## src/rtl/div_const_pkg.sv

```systemverilog
// Shared constants and FSM state type for the constant-divisor residue checker.
package div_const_pkg;

    localparam int unsigned WIDTH     = 16;
    localparam int unsigned DIVISOR   = 5;
    localparam int unsigned R_WIDTH   = $clog2(DIVISOR);
    localparam int unsigned CNT_WIDTH = 16;

    typedef enum logic [1:0] {
        IDLE,
        RUN,
        DONE
    } state_t;

endpackage

```

## src/rtl/div_mod_step.sv

```systemverilog
// One MSB-first residue step: next = (2*acc + bit) mod DIVISOR, given acc < DIVISOR.
module div_mod_step #(
    parameter int unsigned DIVISOR = div_const_pkg::DIVISOR,
    parameter int unsigned R_WIDTH = div_const_pkg::R_WIDTH
) (
    input  logic [R_WIDTH-1:0] acc,
    input  logic               data_bit,
    output logic [R_WIDTH-1:0] acc_next
);

    localparam logic [R_WIDTH:0] DIV_T = (R_WIDTH + 1)'(DIVISOR);

    logic [R_WIDTH:0] t;
    logic [R_WIDTH:0] diff;

    // t < 2*DIVISOR, so a single conditional subtract fully reduces it
    always_comb begin
        t        = {acc, data_bit};
        diff     = t - DIV_T;
        acc_next = (t >= DIV_T) ? diff[R_WIDTH-1:0] : t[R_WIDTH-1:0];
    end

endmodule

```

## config.mk

```make
export PLATFORM = sky130hd
export DESIGN_NAME = div_mod_step
export DESIGN_NICKNAME = d
export VERILOG_FILES = /design/src/rtl/div_const_pkg.sv /design/src/rtl/div_mod_step.sv
export SDC_FILE = /design/constraint.sdc
export NUM_CORES = 1
export LEC_CHECK = 0
export BUFFER_PORTS_ARGS = -buffer_cell sky130_fd_sc_hd__buf_4
export CORE_AREA = 2 2 39 41
export DETAILED_ROUTE_END_ITERATION = 8
export DIE_AREA = 0 0 41 43
export SYNTH_ARGS = -nofsm -noshare
export SYNTH_HDL_FRONTEND = slang
export SYNTH_SLANG_ARGS = --single-unit
```

## constraint.sdc

```tcl
create_clock -name vclk -period 1.3
set_input_delay 0.195 -clock vclk [all_inputs]
set_output_delay 0.195 -clock vclk [all_outputs]
set_load 0.01 [all_outputs]
```

==> summary.txt, run 1 <==
Route
  – Wirelength, routed: approximately 320 µm
  – Total number of vias: 111
  – Average wire per cell in the routed design: 8.51 µm
  – Vias per std cell: 3.00
  – Drt drc: 0
  – Antenna-violating nets left: 0
  – Number of violations reported at the end of detailed-routing iteration 0: 0
  – Pre-antenna DRT Iters: 1

Synth
  – Count of different cell masters after synthesis: 8
  – Post-synthesis cell type with the largest combined area: sky130_fd_sc_hd__ha_1
  – Parity-gate share of the synthesized area counting xor and xnor cells: 10.8%
  – Share of the synthesized area in compound gates (AO/OA/AOI/OAI): 10.8%
  – Combinational family with the most area after synthesis: adder cells
  – Top area cells in the synthesized netlist: sky130_fd_sc_hd__ha_1, sky130_fd_sc_hd__nand2_1, sky130_fd_sc_hd__mux2i_1, sky130_fd_sc_hd__a21oi_2, sky130_fd_sc_hd__xnor2_1
  – Netlist Area Pre-Place: 81.3 µm²
  – Synthesized instance count: 12
  – Top cell types by occurrence after synthesis: sky130_fd_sc_hd__nand2_1, sky130_fd_sc_hd__ha_1, sky130_fd_sc_hd__inv_1
  – Average footprint of a synthesized cell: 6.78 µm²
  – Sequential cell area fraction in the yosys report: 0%
  – Share of cell area taken by muxes after synthesis: 12.3%
  – Most frequent cell after synthesis: sky130_fd_sc_hd__nand2_1
  – Syn. warnings: 0
  – Area fraction of the dominant cell type after synthesis: 30.8%
  – Post-Synth Adder-Cell Area: 30.8%
  – Net count of the mapped netlist: 18
  – Simple-gate portion of the synthesized area: 26.2%

Timing
  – Period utilisation layout: 101%
  – Final setup viols: 1
  – Tmin final: 1.31 ns
  – Final hold violations: 0
  – Final worst-path setup slack: -0.0131 ns
  – Final Max Slew Viols: 0
  – Post-route worst hold slack: 0.680 ns
  – Unrepaired setup endpoints after global routing: true
  – Setup TNS: -0.0131 ns
  – Slew headroom: 89.3%
  – Slew at the pin closest to its max-slew limit: 0.156 ns
  – Upper clock frequency limit: 0.762 GHz

Layout
  – Num sequential: 0
  – Non-filler cells in the finished layout: 37
  – Nets: 29
  – Core utilization of the finished layout: 16.3%
  – Antenna diodes: 0
  – Total area of sequential cells: 0 µm²
  – Layout Area Growth over Synthesis: 177%
  – Layout cells sized above 1: between 70% and 80%
  – Clock buffers: 0

Worst hold path
  – Class of the most critical hold timing path: input port to primary output

Worst setup path
  – Setup crit end kind: primary output
  – Largest fanout on the critical path: 3
  – Cell-by-cell trace of the critical path: buf_8 -> inv_6 -> ha_4 -> nand2b_4 -> a21oi_4 -> mux2i_1 -> buf_4
  – Library cell contributing the largest single delay on the critical path: sky130_fd_sc_hd__mux2i_1
  – Kind of cell adding the most delay to the critical path: buffers and inverters
  – Startpoint kind of the worst setup timing path: input port
  – Delay of the slowest cell on the worst path: 0.23 ns
  – Arrival time reported for the critical path endpoint: around 1.1 ns
  – Required time reported for the critical path endpoint: around 1.1 ns
  – Buf+Inv Stages, Crit Path: 3
  – Class of the most critical setup path: input port to primary output

Place
  – Placed Cells incl. Taps: 36
  – Global placer's final weighted congestion: 0.418
  – Worst-case setup slack after placement: -0.114 ns
  – Number of buffer cells added on primary ports: 7

CTS
  – Post-CTS Hold Buffers: 0

Global routing
  – Total overflow reported by the global router: 0
  – Wire length of the first global-routing pass: 414 µm
  – Initial antenna violation count: 0
  – Overall track demand over capacity in global routing: roughly 3.4%
  – Via count of the first global-routing pass: 104
  – Maximum number of pins on one net before global-route repair: 4

Flow run
  – Number of maximum-capacitance constraint violations: 0

Die
  – Initial Util: 5.88%
  – Row count: 14
  – Die outline area: 0.00176 mm²
  – Placeable core region: 0.00138 mm²
  – Die Y-Extent: 43 µm
  – Top-level I/O count: 7
  – Die Width: 41 µm

Outcome
  – Run status: finished with violations
  – Failing checks: setup timing

Power and ir drop
  – Leakage power total: 0.0965 nW
  – Pwr per Cell Area: 341 mW/mm²
  – Worst IR drop on VDD: about 0.036 mV
## tightest hold or removal path, delay by kind of cell
| kind | cells | cell delay (ns) |
|---|---|---|
| buffers and inverters | 2 | 0.22 |
| XOR/XNOR | 1 | 0.06 |
## path summary, 6_finish.rpt
check      from          end  slack [ns]  cells past startpoint
max      acc[0]  acc_next[1]       -0.01                      7
min    data_bit  acc_next[0]        0.68                      3
## what timing repair did
action / in CTS / in global routing
setup endpoints to repair: 2 / 1
gates resized for setup: 11 / 2
cloned: 0 / 0
pin swaps: 2 / 0
buffers inserted: 1 / 0
## cells by family (layout without fill, tap and decap cells)
kind of cell / Yosys count / in the layout
simple gates: 5 / 5
fa+ha+maj: 2 / 2
buf+inv: 2 / 11
compound gates: 1 / 1
xor+xnor: 1 / 1
mux: 1 / 1
## through the flow
stage / total power [W] / instance area, µm²
global placement: 0.0000535 / 161
floorplan: 0.0000236 / 81.3
global route: 0.0000825 / 225
detailed placement: 0.0000543 / 161
CTS: 0.0000726 / 219
finish: 0.0000768 / 225
## cell type report
type / instances / area (µm²)
multi-input cells: 10 / 114
fillers: 158 / 1160
inverters: 2 / 12.5
well taps: 16 / 20.0
repair buffers: 9 / 78.8
## routing by layer
metal | vias to the layer above | GRT usage, % | routed length, µm
met4 | 0 | 0 | 0
met5 | - | 0 | 0
met1 | 48 | 1.90 | 87
met2 | 7 | 8.75 | 187
met3 | 0 | 0 | 40
li1 | 56 | - | -
## power breakdown
group          switching [W]  internal [W]  leakage, nW   total, W
Combinational      0.0000331     0.0000437       0.0965  0.0000768
Clock                      0             0            0          0
Sequential                 0             0            0          0
Total              0.0000331     0.0000437       0.0965  0.0000768
## cell usage in the layout (no fill, tap or decap), drive strengths merged
cell / Yosys / routed
ha: 2 / 2
mux2i: 1 / 1
buf: 0 / 9
a21oi: 1 / 1
nand2: 3 / 3
inv: 2 / 2
xnor2: 1 / 1
nor2: 1 / 1
nand2b: 1 / 1
Note: power is estimated with default switching activity, not from simulation.
==> run 2, diff against run 1 <==
- CELL_PAD_IN_SITES_DETAIL_PLACEMENT: default -> 1
- CELL_PAD_IN_SITES_GLOBAL_PLACEMENT: default -> 1
- PLACE_DENSITY_LB_ADDON: default -> 0.1
==> run 2 against run 1 <==
Against the previous run: the run now ends clean; power down 1.3%; largest power group unchanged; via count up 1.8%; clock-buffer cell count unchanged; final cell count unchanged; critical endpoint unchanged; setup slack better by 0.029 ns; final area up 1.1%; sequential share of layout area unchanged; largest cell class unchanged; first-iteration DRC count unchanged.
==> summary.txt, run 2 (synthesized netlist as in run 1, its figures left out) <==
Worst hold path
  – Class of the most critical hold timing path: input port to primary output

Route
  – Antenna-violating nets left: 0
  – Wirelength, routed: 253 µm
  – Number of violations reported at the end of detailed-routing iteration 0: 0
  – Drt drc: 0
  – Total number of vias: 113
  – Pre-antenna DRT Iters: 1
  – Vias per std cell: between 3 and 4
  – Average wire per cell in the routed design: 6.84 µm

Layout
  – Leading cell type in the layout, fill and taps excluded: sky130_fd_sc_hd__buf_4
  – Layout cells sized above 1: a little under three quarters
  – Clock buffers: 0
  – Non-filler cells in the finished layout: 37
  – Nets: 29
  – Total area of sequential cells: 0 µm²
  – Num sequential: 0
  – Layout Area Growth over Synthesis: 180%
  – Commonest cells after routing, fill and taps aside: sky130_fd_sc_hd__buf_4, sky130_fd_sc_hd__nand2_1, sky130_fd_sc_hd__ha_4
  – Antenna diodes: 0

Global routing
  – Initial antenna violation count: 0
  – Total overflow reported by the global router: 0
  – Via count of the first global-routing pass: 108
  – Overall track demand over capacity in global routing: 3.20%
  – Maximum number of pins on one net before global-route repair: 4
  – Wire length of the first global-routing pass: about 420 µm

CTS
  – Post-CTS Hold Buffers: 0
  – Setup Buffers After CTS: 0

Timing
  – Upper clock frequency limit: approximately 0.78 GHz
  – Post-route worst hold slack: 0.697 ns
  – Slew at the pin closest to its max-slew limit: 0.117 ns
  – Final setup viols: 0
  – Setup TNS: 0 ns
  – Final worst-path setup slack: 0.0164 ns
  – Slew headroom: 92.0%
  – Final Max Slew Viols: 0
  – Final hold violations: 0
  – Unrepaired setup endpoints after global routing: true
  – Period utilisation layout: 98.7%
  – Tmin final: about 1.3 ns

Place
  – Number of buffer cells added on primary ports: 7
  – Placed Cells incl. Taps: 37
  – Global placer's final weighted congestion: about 0.47
  – Worst-case setup slack after placement: -0.132 ns

Power and ir drop
  – Switch share: 42.6%
  – PnR Total Power: 0.0000758 W
  – Leakage power total: 0.0968 nW
  – Fraction of power consumed by the clock network: 0%
  – Fraction of power consumed by combinational cells: 100.0%
  – Pwr per Cell Area: 333 mW/mm²
  – Cell internal power dissipation: 0.0000435 W
  – Switching component of the power: between 0.00003 and 0.00004 W
  – Portion of total power attributed to sequential cells: 0%
  – Worst IR drop on VDD: 0.0608 mV

Die
  – Placeable core region: 0.00138 mm²
  – Die outline area: around 0.0018 mm²
  – Initial Util: 5.88%
  – Die Y-Extent: 43 µm
  – Row count: 14
  – Top-level I/O count: 7
  – Die Width: 41 µm

Worst setup path
  – Delay of the slowest cell on the worst path: 0.20 ns
  – Setup crit end kind: primary output
  – Largest fanout on the critical path: 3
  – Class of the most critical setup path: input port to primary output
  – Cell-by-cell trace of the critical path: buf_6 -> ha_4 -> nand2b_4 -> a21oi_4 -> mux2i_1 -> buf_4
  – Startpoint kind of the worst setup timing path: input port
  – Buf+Inv Stages, Crit Path: 2
  – Required time reported for the critical path endpoint: 1.11 ns
  – Kind of cell adding the most delay to the critical path: buffers and inverters
  – Library cell contributing the largest single delay on the critical path: sky130_fd_sc_hd__mux2i_1
  – Arrival time reported for the critical path endpoint: 1.09 ns

Flow run
  – Number of maximum-capacitance constraint violations: 0

Outcome
  – Run status: finished clean
## run 2: cell counts in the layout (fill, tap and decap cells not counted)
No cell type changed its count.
## run 2: stage by stage
stage,instance area (µm²),utilization (%)
final,228,16.5
after global routing,228,16.5
after CTS,211,15.3
after detailed placement,169,12.2
after global placement,169,12.2
after floorplan,81.3,-
## run 2: layer usage
metal | track usage [%] | vias up | part of all wire (%)
met5 | 0 | - | 0
met4 | 0 | 0 | 0
met3 | 0 | 0 | 14
met2 | 5.00 | 7 | 46
met1 | 5.06 | 50 | 39
li1 | - | 56 | -
## run 2: layout make-up
class / count / area (µm²)
fillers: 166 / 1160
multi-input cells: 10 / 114
repair buffers: 9 / 78.8
well taps: 16 / 20.0
inverters: 2 / 15.0
## run 2: timing repair
action | CTS | global route
resized for setup | 9 | 5
setup endpoints to repair | 2 | 1
pin swaps | 2 | 1
## run 2: tightest hold or removal path, stage by stage
cell and delay [ns]:
sky130_fd_sc_hd__buf_4 0.10, sky130_fd_sc_hd__nand2_1 0.05, sky130_fd_sc_hd__nand2_1 0.05, sky130_fd_sc_hd__buf_4 0.11
## run 2: power by group through the flow
| stage | registers, W | clock network [W] | logic [W] |
|---|---|---|---|
| after detailed placement | 0 | 0 | 0.0000579 |
| after global placement | 0 | 0 | 0.0000572 |
| final | 0 | 0 | 0.0000758 |
| after CTS | 0 | 0 | 0.0000720 |
| after floorplan | 0 | 0 | 0.0000236 |
| after global routing | 0 | 0 | 0.0000834 |
## run 2: worst paths after layout
| path | from | endpoint | slack (ns) | cells after the start |
|---|---|---|---|---|
| setup / recovery | data_bit | acc_next[1] | 0.02 | 6 |
| hold / removal | acc[2] | acc_next[2] | 0.70 | 4 |
